`config.mk`:
```
export PLATFORM = sky130hd
export DESIGN_NAME = mac_feeder
export DESIGN_NICKNAME = d
export VERILOG_FILES = /design/src/rtl/mac_feeder.sv
export SDC_FILE = /design/constraint.sdc
export NUM_CORES = 1
export LEC_CHECK = 0
export BUFFER_PORTS_ARGS = -buffer_cell sky130_fd_sc_hd__buf_2
export CORE_MARGIN = 2
export CORE_UTILIZATION = 52
export DETAILED_ROUTE_END_ITERATION = 8
export GPL_TIMING_DRIVEN = 0
export HOLD_SLACK_MARGIN = 0.06
export PLACE_DENSITY = 0.8
export SLEW_MARGIN = 15
export SYNTH_ARGS = -nofsm -noshare
export SYNTH_HDL_FRONTEND = slang
export SYNTH_SLANG_ARGS = --single-unit
```
`constraint.sdc`:
```
create_clock -name clk -period 3.9 [get_ports clk]
set_input_delay 0.585 -clock clk [delete_from_list [all_inputs] [get_ports clk]]
set_output_delay 0.585 -clock clk [all_outputs]
set_load 0.03 [all_outputs]
```
`src/rtl/mac_feeder.sv`:
```
// Sequencer feeding column 0 of the MAC array: one key-load burst per reset,
// then execute bursts of query vectors read from single-port SRAM.
module mac_feeder #(
    parameter int bw       = 8,
    parameter int pr       = 8,
    parameter int col      = 8,
    parameter int load_len = 10,
    parameter int aw       = 6
) (
    input  logic             clk,
    input  logic             reset,
    input  logic             start,
    input  logic [aw-1:0]    num_q,
    output logic             mem_rd,
    output logic [aw-1:0]    mem_addr,
    input  logic [pr*bw-1:0] mem_dout,
    output logic [pr*bw-1:0] q_out,
    output logic [1:0]       o_inst,
    output logic             busy,
    output logic             done,
    output logic             keys_loaded
);
    localparam int CW = 16;

    typedef enum logic [1:0] {IDLE, LOAD, EXEC, DRAIN} state_t;

    state_t           state_q;
    logic [CW-1:0]    cnt_q;
    logic [aw-1:0]    numq_q;
    logic             busy_q;
    logic             done_q;
    logic             keys_q;

    logic [CW-1:0]    tgt_d;
    logic [1:0]       tag_d;
    logic             zero_d;
    logic             rd_d;
    logic [aw-1:0]    addr_d;

    logic [1:0]       tag_p1_q;
    logic             zero_p1_q;
    logic [1:0]       inst_p2_q;
    logic [pr*bw-1:0] qout_p2_q;

    // Slot issue: load slots target column load_len-1-j; columns past the chain get zero words.
    always_comb begin
        tgt_d  = CW'(load_len - 1) - cnt_q;
        tag_d  = 2'b00;
        zero_d = 1'b0;
        rd_d   = 1'b0;
        addr_d = '0;
        case (state_q)
            LOAD: begin
                if (cnt_q < CW'(load_len)) begin
                    tag_d = 2'b01;
                    if (tgt_d < CW'(col)) begin
                        rd_d   = 1'b1;
                        addr_d = tgt_d[aw-1:0];
                    end else begin
                        zero_d = 1'b1;
                    end
                end
            end
            EXEC: begin
                tag_d  = 2'b10;
                rd_d   = 1'b1;
                addr_d = aw'(col) + cnt_q[aw-1:0];
            end
            default: ;
        endcase
    end

    // LOAD runs one cycle past its last slot so a single idle gap precedes EXEC.
    always_ff @(posedge clk or posedge reset) begin
        if (reset) begin
            state_q <= IDLE;
            cnt_q   <= '0;
            numq_q  <= '0;
            busy_q  <= 1'b0;
            done_q  <= 1'b0;
            keys_q  <= 1'b0;
        end else begin
            case (state_q)
                IDLE: begin
                    if (done_q) begin
                        done_q <= 1'b0;
                        busy_q <= 1'b0;
                    end else if (start) begin
                        numq_q <= num_q;
                        busy_q <= 1'b1;
                        cnt_q  <= '0;
                        if (!keys_q)
                            state_q <= LOAD;
                        else if (num_q == '0)
                            state_q <= DRAIN;
                        else
                            state_q <= EXEC;
                    end
                end
                LOAD: begin
                    cnt_q <= cnt_q + CW'(1);
                    if (cnt_q == CW'(load_len - 1)) begin
                        keys_q <= 1'b1;
                        if (numq_q == '0) begin
                            state_q <= DRAIN;
                            cnt_q   <= '0;
                        end
                    end else if (cnt_q == CW'(load_len)) begin
                        state_q <= EXEC;
                        cnt_q   <= '0;
                    end
                end
                EXEC: begin
                    cnt_q <= cnt_q + CW'(1);
                    if (cnt_q + CW'(1) == CW'(numq_q)) begin
                        state_q <= DRAIN;
                        cnt_q   <= '0;
                    end
                end
                DRAIN: begin
                    cnt_q <= cnt_q + CW'(1);
                    if (cnt_q == CW'(col + 2)) begin
                        state_q <= IDLE;
                        done_q  <= 1'b1;
                        cnt_q   <= '0;
                    end
                end
                default: state_q <= IDLE;
            endcase
        end
    end

    always_ff @(posedge clk or posedge reset) begin
        if (reset) begin
            tag_p1_q  <= 2'b00;
            zero_p1_q <= 1'b0;
            inst_p2_q <= 2'b00;
            qout_p2_q <= '0;
        end else begin
            // stage 1: tag travels alongside the SRAM read
            tag_p1_q  <= tag_d;
            zero_p1_q <= zero_d;
            // stage 2: read data lands; q_out holds between slots
            inst_p2_q <= tag_p1_q;
            if (tag_p1_q != 2'b00)
                qout_p2_q <= zero_p1_q ? '0 : mem_dout;
        end
    end

    assign mem_rd      = rd_d;
    assign mem_addr    = addr_d;
    assign q_out       = qout_p2_q;
    assign o_inst      = inst_p2_q;
    assign busy        = busy_q;
    assign done        = done_q;
    assign keys_loaded = keys_q;
endmodule
```
# --- Word level (Yosys, flattened, before mapping) ---
# Cells that the tools add are included.
op_classes:
  n_bitwise: 1
  n_div: 0
  reduce_logical: 12
  n_eq_ne: 12
  n_shift: 0
  n_mul: 0
  add_sub_neg: 3
  order_cmp: 2
  n_mux: 33
op_table:
  columns: ["op", "n"]
  rows:
  - ["16-bit 2-to-1 mux", 6]
  - ["64-bit 2-to-1 mux", 1]
  - ["16-bit case mux with 4 select lines", 1]
  - ["16-bit by 4-bit equality test with 1-bit output (second input constant)", 2]
  - ["16-bit by 4-bit < comparator with 1-bit output (second input constant)", 2]
  - ["16-bit by 1-bit adder with 16-bit output (second input constant)", 1]
  - ["16-bit by 6-bit equality test with 1-bit output", 1]
  - ["2-bit 2-to-1 mux", 8]
  - ["4-bit by 16-bit subtractor with 16-bit output (first input constant)", 1]
  - ["6-bit logical NOT", 2]
  - ["6-bit 2-to-1 mux", 2]
  - ["6-bit case mux with 2 select lines", 1]
  - ["1-bit 2-to-1 mux", 10]
  - ["2-bit inequality test (second input constant)", 4]
  - ["2-bit case mux with 4 select lines", 1]
  - ["2-bit AND reduction", 4]
  - ["4-bit by 6-bit adder with 6-bit output (first input constant)", 1]
  - ["3-bit inequality test (second input constant)", 2]
  - ["6-bit AND reduction", 1]
  - ["2-bit nonzero test", 3]
  - ["2-bit equality test (second input constant)", 2]
  - ["1-bit case mux with 2 select lines", 2]
  - ["2-bit case mux with 2 select lines", 1]
  - ["3-bit AND reduction", 1]
  - ["3 further kinds", 3]
totals:
  mem_bits_rw: 0
  regBits: 96
  in_bits: 73
  latch_bits: 0
  romBits: 0
  out_inout_bits: 76
  mem_count: 0

# --- Longest topological paths before layout ---
# Gate-level depths: netlist of the first run.
logic_depth:
  ltp_word: 6
  ltp_mapped: 10
  depth_no_buf: 9

# --- Least setup slack after synthesis of the first run ---
# OpenSTA, ideal clock, no wires.
synth_timing:
  path_kind: "register to output"
  from: "reg cnt_q[2]"
  to: "out mem_addr[1]"
  path_slack_ns: 0.627
  t_arrival_ns: 2.688
  path_stages_with_launch: 10
  path_cell_list: "dfrtp_1 > inv_1 > ha_1 > a21oi_1 > or2_2 > or4_1 > mux2i_1 > nor4_2 > nand2_1 > a21oi_1"
synth_via:
  elab_chain_cells: 5
  word_cells_on_any_way: 6
synth_lines:
  columns: ["item", "line", "text"]
  rows:
  - ["start: declaration", "28", "logic [CW-1:0] cnt_q;"]
  - ["start signal: assignment", "101", "cnt_q <= cnt_q + CW'(1);"]
  - ["start signal: assignment", "114", "cnt_q <= cnt_q + CW'(1);"]
  - ["start signal: assignment", "121", "cnt_q <= cnt_q + CW'(1);"]
  - ["4-bit by 16-bit subtractor with 16-bit output", "47", "tgt_d = CW'(load_len - 1) - cnt_q;"]
  - ["16-bit by 4-bit < comparator with 1-bit output", "56", "if (tgt_d < CW'(col)) begin"]
  - ["6-bit 2-to-1 mux", "56", null]
  - ["6-bit 2-to-1 mux (*)", "54", "if (cnt_q < CW'(load_len)) begin"]
  - ["6-bit case mux with 2 select lines (*)", "52", "case (state_q)"]
  - ["end: declaration", "15", "output logic [aw-1:0] mem_addr,"]
# Mark *: on every way between the ends. The rest lies on a longest branch, timed or not.

# --- Final worst setup path of the first run ---
layout_timing:
  from: "reg cnt_q[2]"
  to: "out mem_addr[2]"
layout_via:
  elab_chain_cells: 5
  word_cells_on_any_way: 7
layout_lines:
  columns: ["item", "line"]
  rows:
  - ["4-bit by 16-bit subtractor with 16-bit output", "47"]
  - ["16-bit by 4-bit < comparator with 1-bit output", "56"]
  - ["6-bit 2-to-1 mux", "56"]
  - ["6-bit 2-to-1 mux", "54"]
  - ["6-bit case mux with 2 select lines (*)", "52"]
# Marks and branches as above.

==> results of run 1 <==
-- registers in the layout, summed over array words and instances, names as in the netlist --
signal       flops
busy             1
keys_loaded      1
numq_q           6
state_q          2
cnt_q           16
done             1
tag_p1_q         2
o_inst           2
zero_p1_q        1
q_out           64
-- worst register-to-register path: cells and delay by family (launching register included) --
family	cells	cell delay [ns]
simple gates	3	0.54
flops	1	0.42
fa+ha+maj	1	0.26
compound gates	4	1.11
buf+inv	3	0.60
-- worst min-delay path by stage --
stage / to / cells after the start / from
4_1_cts: q_out[58] / 2 / reset
2_1_floorplan: o_inst[1] / 0 / tag_p1_q[1]
5_1_grt: q_out[58] / 2 / reset
3_3_place_gp: o_inst[1] / 0 / tag_p1_q[1]
3_5_place_dp: o_inst[1] / 0 / tag_p1_q[1]
6_report: q_out[58] / 2 / reset
-- final cells by class --
class	count	area, µm²	share of cell area [%]
Clock buffer	10	127.6	2.017
Inverter	14	55.05	0.8699
Buffer	41	183.9	2.906
Clock inverter	6	75.07	1.186
Sequential cell	96	2404	37.98
Timing Repair Buffer	151	785.8	12.42
Tap cell	133	166.4	2.630
Multi-Input combinational cell	414	2531	40.00
-- cell families (layout without fill, tap and decap cells) --
group                    after synthesis  after routing
AND/OR/NAND/NOR                      244            244
AO/OA/AOI/OAI                        137            137
flip-flops                            96             96
buffers and inverters                 55            222
multiplexers                          12             12
adder cells (fa/ha/maj)               11             11
XOR/XNOR                              10             10
-- where the power goes --
part	internal [mW]	switching, mW	leakage, nW
registers	1.36	0.221	1.23
clock network	0.309	0.380	0.105
logic	0.754	1.64	1.80
-- routing by layer --
layer / up-vias / global-route usage, % / part of all wire (%)
li1: 2275 / - / -
met1: 2291 / 33.22 / 42
met2: 204 / 43.14 / 48
met3: 44 / 5.349 / 6.5
met4: 0 / 9.846 / 3.3
met5: - / 0 / 0
-- cells in the mapped netlist, drive strengths merged, types with 2 or more instances --
cell type  count  area, µm²
nand2b        70      437.9
o41ai          2      36.29
nor2b          3      18.77
mux2           9      101.4
nor4           4      31.28
a211o          3      26.28
clkbuf        29      108.9
o21a           3      22.52
or4            2      18.77
ha            11      137.6
nand3         13      75.07
nor2          19      71.32
nand2         86      322.8
nor3           6      35.03
o21ai         77      389.1
mux2i          3      30.03
or4b           2      20.02
a21oi         11      58.81
a211oi         5      37.54
dfrtp         96       2402
o211ai         2      15.01
nor3b          5      37.54
a31oi          4      25.02
inv           14      52.55
a21o           8      60.06
a221oi         8      70.07
nand3b         3      22.52
nand4          3      18.77
a221o          4      40.04
and2           7      43.79
xor2           3      26.28
a2111oi        3      26.28
or3            4      30.03
and3           6      37.54
buf           12      75.07
xnor2          7      61.31
or2            6      37.54
o22ai          3      18.77
-- stage by stage --
step                setup WS (ns)  utilization (%)  power [mW]
floorplan                  0.6273                -       3.214
global route              0.02652            65.05       4.954
detailed placement         0.4181            62.72       3.962
global placement          -0.2402            62.41       3.870
finish                     0.1447            65.05       4.661
CTS                        0.1263            64.80       4.646
-- timing repair --
action                     in CTS  in global routing
pin swaps                       1                  2
hold buffers                    0                  0
setup buffers                   0                  2
resized for setup               0                  5
setup endpoints to repair       1                  3
==> out/results.txt, run 1 <==
# DRC -> 0
Vias in the first global route -> 4612
Critical path endpoint -> mem_addr[2]
PwrDens -> 736.5 nW/µm²
Vias -> 4814
Delay-heaviest family, CP -> simple AND/OR/NAND/NOR gates
CTS clk-pin slew, worst paths -> 0.10 ns
Die Wd -> 103.7 µm
Worst reg2reg path depth -> 11
DP Cell Count -> 847
Die Span Y -> 103.7 µm
TritonCTS Sinks -> 96
VDD IR max -> 0.3861 mV
Layout Nets -> 811
F_max -> 0.2663 GHz
TritonCTS Buffers -> 9
Clock Latency Late Sink -> 0.37 ns
Starting Density -> 53.09%
Syn_area_per_cell -> 9.142 µm²
Initial antenna violation count -> 0
WHS -> 0.2570 ns
Finished Cell Area -> 6329 µm²
Reg2reg setup slack -> 0.87 ns
I/O pins -> 149
Worst path required time -> 3.31 ns
Synthesized flop and latch total -> 96
Placer congestion estimate -> 0.9351
CTS tree -> done
Worst setup EP type -> primary output
Final Max Slew Viols -> 0
Slowest CP cell -> dfrtp_2
Leakage -> 3.132 nW
CTS Buffer Depth -> 2
Post-Synthesis Cell Area -> 5165 µm²
Pre-Repair DR Iteration Count -> 5
Die footprint -> 10750 µm²
Crit Path Category -> register to primary output
Drt total wl -> 14120 µm
Max Cap Violations -> 0
Synth Area in Adders -> 2.665%
Commonest non-fill, non-tap cells in the layout -> 153 x buf_2, 95 x dfrtp_1, 85 x nand2_1
Simple-gate share of the synthesized area -> 25.34%
Status -> finished, final reports clean
Post-synthesis mux area share -> 2.544%
XOR/XNOR share of the synthesized area -> 1.696%
Vias/cell -> 5.565
HP Class -> primary input to async pin
Fill cells -> 829
Root Buffer -> clkbuf_8
Row Count -> 36
EDFF count, synth -> 0
Worst Path Buf+Inv -> 2
Post-synthesis sequential area ratio -> 46.51%
RR Startpoint -> cnt_q[2]
Final min period -> 3.755 ns
Fin crit share -> 96.29%
Cell depth of the worst setup path -> 10
Rel. slew slack -> 62.51%
Compound-gate portion of the synthesized area -> 16.67%
Main combinational cell family by area after synthesis -> simple AND/OR/NAND/NOR gates
Crit-path cells -> inv_1, ha_2, a21oi_1, or2_2, or4_1, mux2i_1, nor4_2, nand2_2, o22ai_1, buf_2
Diode count -> 0
Most common cell after layout, fill and taps aside -> buf_2
Drt wl/cell -> 16.32 µm
Detailed Route Iter0 Violations -> 341
Mapped Cells -> 565
Largest net degree at the start of global routing -> 57
Crit-path max cell delay -> 0.45 ns
Total GRT Usage -> 25.82%
Gr ovfl total -> 0
FF-to-FF End -> cnt_q[5]
Final std cells w/o fill -> 865
RSZ-0062 raised after global routing -> no
Worst slew pin tran -> 0.5623 ns
First-pass GRT wire length -> 22680 µm
Finish-stage setup viols -> 0
Fin. Hold Viols -> 0
H-tree levels -> 3
DP HPWL -> 10510 µm
Setup crit start kind -> register
Area Overhead vs Synth -> 22.53%
CP arrival -> 3.17 ns
Async S/R FF share, synth -> 100.0%
Synth unique cells -> 60
CP Launch Point -> cnt_q[2]
Predominant post-synthesis flop cell -> dfrtp_1
Worst Clk Skew -> 0.01923 ns
IO Port Bufs -> 148
Max FO, Critical Path -> 5
Layout cell share with drive strength beyond 1 -> 28.01%
Synth warnings -> 0
Post-DP Area -> 6102 µm²
Final ANT Viol Nets -> 0
Final TNS setup -> 0 ns
Core Region -> 9729 µm²
Syn Nets -> 649
No activity file was read; power rests on OpenSTA's default activity.
==> run 2: changes to the inputs <==
--- a/config.mk
+++ b/config.mk
@@ -7,11 +7,12 @@
 export LEC_CHECK = 0
 export BUFFER_PORTS_ARGS = -buffer_cell sky130_fd_sc_hd__buf_2
 export CORE_MARGIN = 2
-export CORE_UTILIZATION = 52
+export CORE_UTILIZATION = 47
+export CTS_CLUSTER_SIZE = 24
 export DETAILED_ROUTE_END_ITERATION = 8
 export GPL_TIMING_DRIVEN = 0
 export HOLD_SLACK_MARGIN = 0.06
-export PLACE_DENSITY = 0.8
+export PLACE_DENSITY = 0.76
 export SLEW_MARGIN = 15
 export SYNTH_ARGS = -nofsm -noshare
 export SYNTH_HDL_FRONTEND = slang
==> constraint.sdc (replaced) <==
create_clock -name clk -period 3.22 [get_ports clk]
set_input_delay 0.483 -clock clk [delete_from_list [all_inputs] [get_ports clk]]
set_output_delay 0.483 -clock clk [all_outputs]
set_load 0.03 [all_outputs]
==> out/results.txt, run 2 (same netlist as run 1, synthesis figures left out) <==
Gr ovfl total -> 0 (unchanged)
TritonCTS Sinks -> 96 (unchanged)
Total GRT Usage -> 24.30% (was 25.82%)
Worst slack at placement -> -0.04479 ns (was 0.4181 ns)
Placer congestion estimate -> 0.9203 (was 0.9351)
Fin. Hold Viols -> 0 (unchanged)
VDD IR max -> 0.5187 mV (was 0.3861 mV)
Post-DP Area -> 6111 µm² (was 6102 µm²)
Vias/cell -> 5.565 (about the same)
Initial antenna violation count -> 0 (unchanged)
# DRC -> 0 (unchanged)
Detailed Route Iter0 Violations -> 379 (was 341)
Worst setup EP type -> primary output (unchanged)
Slowest CP cell -> or4_4 (was dfrtp_2)
Vias in the first global route -> 4610 (was 4612)
H-tree levels -> 3 (unchanged)
Finished Cell Area -> 6621 µm² (was 6329 µm²)
PwrDens -> 866.7 nW/µm² (was 736.5 nW/µm²)
F_max -> 0.2956 GHz
DP Cell Count -> 854 (was 847)
Crit Path Category -> register to primary output (unchanged)
Design Power -> 5.738 mW (was 4.661 mW)
CP arrival -> 2.90 ns (was 3.17 ns)
I/O pins -> 149 (unchanged)
Setup crit start kind -> register (unchanged)
Max FO, Critical Path -> 5 (unchanged)
Crit-path max cell delay -> 0.44 ns (was 0.45 ns)
WHS -> 0.1601 ns (was 0.2570 ns)
Worst Clk Skew -> 0.009185 ns (was 0.01923 ns)
Crit-path cells -> buf_6, inv_8, ha_4, a21oi_4, or2_4, or4_4, mux2i_2, nor4_2, nand2_2, o21ai_2, buf_6 (was inv_1, ha_2, a21oi_1, or2_2, or4_1, mux2i_1, nor4_2, nand2_2, o22ai_1, buf_2)
Die Wd -> 108.8 µm (was 103.7 µm)
Fin crit share -> 105.1%
Delay-heaviest family, CP -> simple AND/OR/NAND/NOR gates (unchanged)
Drt total wl -> 15010 µm (was 14120 µm)
Die footprint -> 11840 µm² (was 10750 µm²)
First-pass GRT wire length -> 22390 µm (was 22680 µm)
Clock Latency Late Sink -> 0.37 ns (about the same)
CTS Hold Bufs -> 0 (unchanged)
HP Class -> primary input to async pin (unchanged)
Worst slew pin tran -> 0.6418 ns (was 0.5623 ns)
Final TNS setup -> -0.5260 ns (was 0 ns)
Leakage -> 3.254 nW (was 3.132 nW)
Crit-path most repeated cell -> buf_6
Max Cap Violations -> 0 (unchanged)
Commonest non-fill, non-tap cells in the layout -> 149 x buf_2, 92 x dfrtp_1, 85 x nand2_1 (was 153 x buf_2, 95 x dfrtp_1, 85 x nand2_1)
Failing checks -> setup timing
Status -> finished with violations (was finished, final reports clean)
Layout Nets -> 828 (was 811)
Row Count -> 38 (was 36)
Layout cell share with drive strength beyond 1 -> 32.71% (was 28.01%)
Drt wl/cell -> 16.87 µm (was 16.32 µm)
Final ANT Viol Nets -> 0 (unchanged)
Final min period -> 3.383 ns
IO Port Bufs -> 148 (unchanged)
TritonCTS Buffers -> 9 (unchanged)
Die Span Y -> 108.8 µm (was 103.7 µm)
Final Max Slew Viols -> 0 (unchanged)
Root Buffer -> clkbuf_8 (unchanged)
Max FFs per register -> 64 (unchanged)
Rel. slew slack -> 57.22% (was 62.51%)
Vias -> 4953 (was 4814)
Finish-stage setup viols -> 4 (was 0)
Area Overhead vs Synth -> 28.20% (was 22.53%)
Worst Path Buf+Inv -> 3 (was 2)
RSZ-0062 raised after global routing -> yes (was no)
Post-layout util -> 61.35% (was 65.05%)
Reg2reg setup slack -> 0.19 ns (was 0.87 ns)
Core Region -> 10790 µm² (was 9729 µm²)
DP HPWL -> 10780 µm (was 10510 µm)
Worst path required time -> 2.74 ns (was 3.31 ns)
Largest net degree at the start of global routing -> 56 (was 57)
Pre-Repair DR Iteration Count -> 5 (unchanged)
CTS tree -> done (unchanged)
CTS Buffer Depth -> 2 (unchanged)
Final WS setup -> -0.1628 ns (was 0.1447 ns)
Most common cell after layout, fill and taps aside -> buf_2 (unchanged)
CTS clk-pin slew, worst paths -> 0.10 ns (about the same)
Starting Density -> 47.86% (was 53.09%)
Final std cells w/o fill -> 890 (was 865)
[run 2: path summary, 6_finish.rpt]
path	cells past startpoint	endpoint	start
setup / recovery	11	mem_addr[0]	cnt_q[4]
hold / removal	2	numq_q[0]	reset
setup reg to reg	11	cnt_q[5]	cnt_q[2]
hold reg to reg	0	o_inst[1]	tag_p1_q[1]
max in group asynchronous	3	cnt_q[14]	reset
min in group clk	3	q_out[43]	mem_dout[43]
[run 2: worst register-to-register path, delay by kind of cell (launching register included)]
family,cells,cell delay [ns]
buffers and inverters,3,0.61
AND/OR/NAND/NOR,3,0.53
AO/OA/AOI/OAI,4,1.00
flip-flops,1,0.44
adder cells (fa/ha/maj),1,0.34
[run 2: cell type report]
class                   instances  area [µm²]
clock buffers                  10       137.6
plain buffers                  38       190.2
inverters                      14       67.56
fillers                       923        4172
multi-input cells             414        2618
well taps                     140       175.2
repair buffers                171       958.4
flip-flops and latches         96        2407
diodes                          1       2.502
clock inverters                 6       65.06
[run 2: repair_timing]
action,CTS,global route
setup buffers,3,19
endpoints found under the setup margin,4,5
gates resized for setup,20,33
pin swaps,11,6
[run 2: metal layers]
metal  track usage, %  up-vias  part of all wire (%)
met4            10.35        0                   3.2
met2            41.83      241                    49
li1                 -     2307                     -
met1            29.75     2360                    39
met3            4.722       45                   8.0
met5                0        -                     0
[run 2: power by group]
part	internal [mW]	switching [mW]
clock network	0.383	0.431
registers	1.65	0.267
logic	0.975	2.04
